File: src/rtl/fluid_pkg.sv
// fluid_pkg: shared fluid codes, reject codes, FSM states and stock width for the dispense scheduler.
package fluid_pkg;
  localparam int STOCK_W = 16;
  localparam logic [1:0] FLUID_WATER   = 2'd0;
  localparam logic [1:0] FLUID_JUICE   = 2'd1;
  localparam logic [1:0] FLUID_CHEM    = 2'd2;
  localparam logic [1:0] FLUID_INVALID = 2'd3;
  localparam logic [1:0] REJ_NONE  = 2'd0;
  localparam logic [1:0] REJ_FLUID = 2'd1;
  localparam logic [1:0] REJ_STOCK = 2'd2;
  localparam logic [1:0] REJ_ZERO  = 2'd3;
  typedef enum logic [1:0] {IDLE, CHECK, POUR, DONE} state_t;
endpackage

File: src/rtl/rr_arbiter.sv
// rr_arbiter: picks the first requesting station at or after ptr (wrapping); one-hot grant plus index.
module rr_arbiter #(
  parameter int N = 4,
  localparam int PW = N > 1 ? $clog2(N) : 1
) (
  input  logic [N-1:0]  req,
  input  logic [PW-1:0] ptr,
  output logic [N-1:0]  grant,
  output logic [PW-1:0] idx,
  output logic          valid
);
  always_comb begin
    grant = '0;
    idx = '0;
    for (int i = N - 1; i >= 0; i--) begin
      if (req[(int'(ptr) + i) % N]) begin
        grant = '0;
        grant[(int'(ptr) + i) % N] = 1'b1;
        idx = PW'((int'(ptr) + i) % N);
      end
    end
  end
  assign valid = |req;
endmodule

File: src/rtl/fluid_dispense_scheduler.sv
// fluid_dispense_scheduler: round-robin shared nozzle with stock check and litre-paced pour.
// Optional DISPENSE_ABORT_EN adds an abort input that ends a pour early, charging whole litres only.
module fluid_dispense_scheduler
  import fluid_pkg::*;
#(
  parameter int N_REQ        = 4,
  parameter int LITRE_CYCLES = 4,
  parameter int STOCK_INIT   = 50
) (
  input  logic                 clk,
  input  logic                 reset,
  input  logic [N_REQ-1:0]     req,
  input  logic [2*N_REQ-1:0]   req_fluid,
  input  logic [8*N_REQ-1:0]   req_vol,
  input  logic                 restock,
`ifdef DISPENSE_ABORT_EN
  input  logic                 abort,
`endif
  output logic [N_REQ-1:0]     grant,
  output logic                 busy,
  output logic                 valve_open,
  output logic [1:0]           fluid_sel,
  output logic [7:0]           litres_done,
  output logic                 done,
  output logic                 reject,
  output logic [1:0]           reject_code,
  output logic [3*STOCK_W-1:0] stock_out
);
  localparam int PW = N_REQ > 1 ? $clog2(N_REQ) : 1;
  localparam int CW = LITRE_CYCLES > 1 ? $clog2(LITRE_CYCLES) : 1;
  state_t r_state, w_nxt;
  logic [PW-1:0] r_ptr, w_idx;
  logic [N_REQ-1:0] w_gnt;
  logic w_valid, w_wrap, w_last, w_abort;
  logic [7:0] r_vol;
  logic [CW-1:0] r_cnt;
  logic [2:0][STOCK_W-1:0] r_stock;
  logic [STOCK_W-1:0] w_avail;
  logic [1:0] w_rej;
  rr_arbiter #(.N(N_REQ)) u_arb (
    .req  (req),
    .ptr  (r_ptr),
    .grant(w_gnt),
    .idx  (w_idx),
    .valid(w_valid)
  );
`ifdef DISPENSE_ABORT_EN
  assign w_abort = abort;
`else
  assign w_abort = 1'b0;
`endif
  assign stock_out = r_stock;
  assign w_wrap = r_state == POUR && r_cnt == CW'(LITRE_CYCLES - 1);
  assign w_last = w_wrap && litres_done + 8'd1 == r_vol;
  assign w_avail = fluid_sel == FLUID_CHEM ? r_stock[2] : fluid_sel == FLUID_JUICE ? r_stock[1] : r_stock[0];
  assign w_rej = fluid_sel == FLUID_INVALID ? REJ_FLUID :
                 r_vol == 8'd0 ? REJ_ZERO :
                 STOCK_W'(r_vol) > w_avail ? REJ_STOCK : REJ_NONE;
  always_comb begin
    w_nxt = IDLE;
    unique case (r_state)
      IDLE:    w_nxt = w_valid ? CHECK : IDLE;
      CHECK:   w_nxt = w_rej != REJ_NONE ? IDLE : POUR;
      POUR:    w_nxt = (w_last || w_abort) ? DONE : POUR;
      default: w_nxt = IDLE;
    endcase
  end
  always_ff @(posedge clk) begin
    if (reset) begin
      r_state <= IDLE;
      r_ptr <= '0;
      r_vol <= '0;
      r_cnt <= '0;
      r_stock <= {3{STOCK_W'(STOCK_INIT)}};
      grant <= '0;
      busy <= 1'b0;
      valve_open <= 1'b0;
      fluid_sel <= '0;
      litres_done <= '0;
      done <= 1'b0;
      reject <= 1'b0;
      reject_code <= '0;
    end else begin
      r_state <= w_nxt;
      busy <= w_nxt != IDLE;
      valve_open <= w_nxt == POUR;
      grant <= r_state == IDLE ? w_gnt : '0;
      done <= r_state == POUR && w_nxt == DONE;
      reject <= r_state == CHECK && w_nxt == IDLE;
      if (r_state == CHECK && w_rej != REJ_NONE) reject_code <= w_rej;
      if (r_state == IDLE && w_valid) begin
        fluid_sel <= req_fluid[2*w_idx +: 2];
        r_vol <= req_vol[8*w_idx +: 8];
        litres_done <= '0;
        r_ptr <= w_idx == PW'(N_REQ - 1) ? '0 : w_idx + 1'b1;
      end else if (w_wrap) begin
        litres_done <= litres_done + 8'd1;
      end
      r_cnt <= (r_state != POUR || w_wrap) ? '0 : r_cnt + 1'b1;
      // restock wins over the old level but a coincident litre is still charged
      for (int f = 0; f < 3; f++)
        r_stock[f] <= (restock ? STOCK_W'(STOCK_INIT) : r_stock[f]) - STOCK_W'(w_wrap && fluid_sel == 2'(f));
    end
  end
endmodule
File: config.mk
export PLATFORM = sky130hd
export DESIGN_NAME = fluid_dispense_scheduler
export DESIGN_NICKNAME = d
export VERILOG_FILES = /design/src/rtl/fluid_pkg.sv /design/src/rtl/rr_arbiter.sv /design/src/rtl/fluid_dispense_scheduler.sv
export SDC_FILE = /design/constraint.sdc
export NUM_CORES = 1
export LEC_CHECK = 0
export ABC_AREA = 0
export ABC_CLOCK_PERIOD_IN_PS = 3800
export CAP_MARGIN = 5
export CORE_ASPECT_RATIO = 0.6
export CORE_MARGIN = 4
export CORE_UTILIZATION = 40
export CTS_CLUSTER_DIAMETER = 30
export DETAILED_ROUTE_END_ITERATION = 10
export PLACE_DENSITY = 0.66
export SYNTH_ARGS = -nofsm -noshare
export SYNTH_HDL_FRONTEND = slang
export SYNTH_SLANG_ARGS = --single-unit
export TNS_END_PERCENT = 30
File: constraint.sdc
create_clock -name clk -period 3.8 [get_ports clk]
set_input_delay 0.57 -clock clk [delete_from_list [all_inputs] [get_ports clk]]
set_output_delay 0.57 -clock clk [all_outputs]
set_load 0.01 [all_outputs]
==> impl_metrics.yaml <==
timing:
  worst_pin_slew_ns: 0.7039
  maxSlewViolCount: 0
  setup_viol: 0
  relSlewSlack: 0.5290
  min_period_over_period: 0.8450
  setup-tns-final_ns: 0
  finalClockSkew_ns: 0.007329
  whs_ns: 0.4321
  max_freq_ghz: 0.3114
  rsz0062_at_grt: "no"
  hold_viol: 0
  min_period_ns: 3.211
final_layout:
  diodes: 0
  final_common_cell: "clkdlybuf4s50_1"
  drive_gt1_frac: 0.07260
  synthToLayoutAreaGrowth_pct: 29.25
  fin_cells: 895
  layout.nets: 796
  most-common-layout-cells: "clkdlybuf4s50_1, dfxtp_1, nand2_1, nor2_1, a21oi_1"
setup_path:
  crit_fanout: 13
  worstPathRequired_ns: 4.00
  critical_path.cell_chain: "inv_1 -> ha_1 -> mux4_2 -> nand2b_4 -> nand3_2 -> nand2_2 -> mux2i_1 -> o221ai_1"
  crit_family: "multiplexers"
  cpPeakStageDelay_ns: 0.69
  endpoint_kind: "register"
  rr_startpoint: "r_ptr[1]"
  rrSetupSlack_ns: 0.59
  critPathLaunchType: "register"
  worst_r2r_endpoint: "fluid_sel[0]"
  worst-path-buf-inv: 1
  crit_type: "register to register"
  reg2reg_depth: 8
  cp_slowest_cell: "mux4_2"
  cp.arrival_ns: 3.41
worst_hold_path:
  whs_path_depth: 1
  hold_start: "r_cnt[0]"
  whs_endpoint: "r_cnt[0]"
  hp-class: "register to register"
synth:
  synth_compound_area_frac: 0.2056
  synth_fa_ha_area_frac: 0.05793
  synth.net_count: 698
  syn_area_um2: 5184
  ys.flop_type: "dfxtp_1"
  ys_seq_area_frac: 0.3167
  synth_edf_count: 0
  yosys.area_share.simple: 0.2404
  yosys-mux-area-fraction: 0.08520
  synth_top_family_by_area: "simple AND/OR/NAND/NOR gates"
  ys_seq_elements: 82
  yosysWarnings: 0
  yosys.area_share.xor_xnor: 0.05407
  synthDistinctLibCells: 61
  syn_inst: 627
  async_flop_share: 0
  syn_avg_cell_area_um2: 8.267
pwr:
  ir_worst_vdd_uv: 242.1
  power_mw: 3.374
  p_leak_nw: 2.390
  p_per_area_nw_per_um2: 503.6
cts:
  cts_max_level: 3
  cts_hold_buf: 0
  cts.path.max_buffers: 2
  tritoncts: "built"
  clock_sinks: 82
  clk_pin_slew_worst_paths_ns: 0.06
  numCtsBuffers: 9
  ctsResizeCount: 0
  clk_latency_ns: 0.34
  cts-root-buf: "clkbuf_16"
  postCtsSetupBuffers: 0
route:
  vias: 5115
  wl_um: 15800
  wl_per_cell_um: 17.65
  drt_pass1_iterations: 5
  avgViaCountPerCell: 5.715
  post-route-drc-count: 0
  drt_iter0_drc: 441
  antenna_left: 0
floorplan:
  fp.dieW_um: 155.0
  fp.dieArea_um2: 14900
  start_util: 0.4190
  io_pins: 115
  rows: 31
  design.core.area_um2: 12370
  die_h_um: 96.18
place:
  dpl.hpwl_um: 12250
  portBuffers: 114
  place_inst: 879
  gp_congestion: 0.9278
global_routing:
  grt_pass1_wl_um: 25210
  grtUsageTotal: 0.2111
  grt_max_degree: 35
  grt_pass1_vias: 4696
  globalRoute.totalOverflow: 0
  antenna_found_initial: 0
run_status:
  status: "completed"
run:
  max_cap_violations: 0
## report_power, final
part | leakage (nW) | switching, mW | internal, mW
registers | 0.665 | 0.163 | 0.949
logic | 1.59 | 0.804 | 0.640
clock network | 0.132 | 0.355 | 0.463
## metal layers
layer  up-vias  global-route usage  wire length (um)
met4         0             0.03968               104
met2       188              0.2930              6300
met3        13             0.05031              1302
met5         -                   0                 0
li1       2479                   -                 -
met1      2435              0.3274              8090
## sequential cells by signal, summed over array words and instances (netlist names)
name / flops
r_vol: 8
done: 1
r_state: 2
valve_open: 1
reject: 1
busy: 1
stock_out: 48
litres_done: 8
r_ptr: 2
grant: 4
reject_code: 2
r_cnt: 2
fluid_sel: 2
## cell families after synthesis
family | Yosys count
buffers and inverters | 46
adders and majority gates | 24
AOI/OAI and AO/OA | 166
xor gates and xnor gates | 32
and+or+nand+nor | 239
DFF | 82
muxes | 38
## worst max path at each step
| stage | from | endpoint | slack, ns | cells past startpoint |
|---|---|---|---|---|
| floorplan | r_ptr[0] | fluid_sel[1] | 0.97 | 12 |
| global placement | req[3] | fluid_sel[0] | 0.73 | 7 |
| detailed placement | r_ptr[1] | fluid_sel[0] | 0.62 | 8 |
| CTS | r_ptr[1] | fluid_sel[0] | 0.61 | 8 |
| global route | r_state[1] | stock_out[15] | 0.39 | 10 |
| finish | r_ptr[1] | fluid_sel[0] | 0.59 | 8 |
## stage by stage
step	setup slack, ns	area [um2]	utilization
6_report	0.5890	6700	0.5415
5_1_grt	0.3880	6700	0.5415
4_1_cts	0.6115	6700	0.5415
3_5_place_dp	0.6239	6420	0.5189
3_3_place_gp	0.7311	6420	0.5189
2_1_floorplan	0.9689	5184	-
## synth_stat cells (all sizes together) (3+ instances only)
cell type / count / area [um2]
or4: 3 / 22.52
a21oi: 54 / 281.5
nand3: 19 / 100.1
nand2b: 16 / 107.6
nor4: 13 / 87.58
or2: 4 / 25.02
mux2: 9 / 101.4
o311ai: 11 / 96.34
nor2b: 14 / 95.09
a211oi: 6 / 45.04
mux2i: 25 / 250.2
a211o: 3 / 26.28
nor2: 57 / 254.0
inv: 11 / 41.29
xnor2: 25 / 219.0
a311oi: 4 / 35.03
mux4: 4 / 90.09
and2: 5 / 31.28
o21ai: 44 / 224.0
ha: 24 / 300.3
o221ai: 6 / 52.55
a22oi: 4 / 30.03
nor3: 15 / 75.07
o21a: 4 / 30.03
a221o: 6 / 60.06
a21boi: 3 / 22.52
clkbuf: 26 / 97.59
buf: 9 / 68.81
o22a: 4 / 35.03
xor2: 7 / 61.31
a21o: 5 / 37.54
dfxtp: 82 / 1642
nand2: 64 / 245.2
or3: 19 / 118.9
## final cells by class
cell class              count  area (um2)
flip-flops and latches     82        1642
repair buffers            122        1196
fillers                  1150        5673
clock inverters             5       37.54
inverters                  11       41.29
clock buffers              11       242.7
multi-input cells         499        3334
well taps                 165       206.4
(Power assumes the default switching activity.)
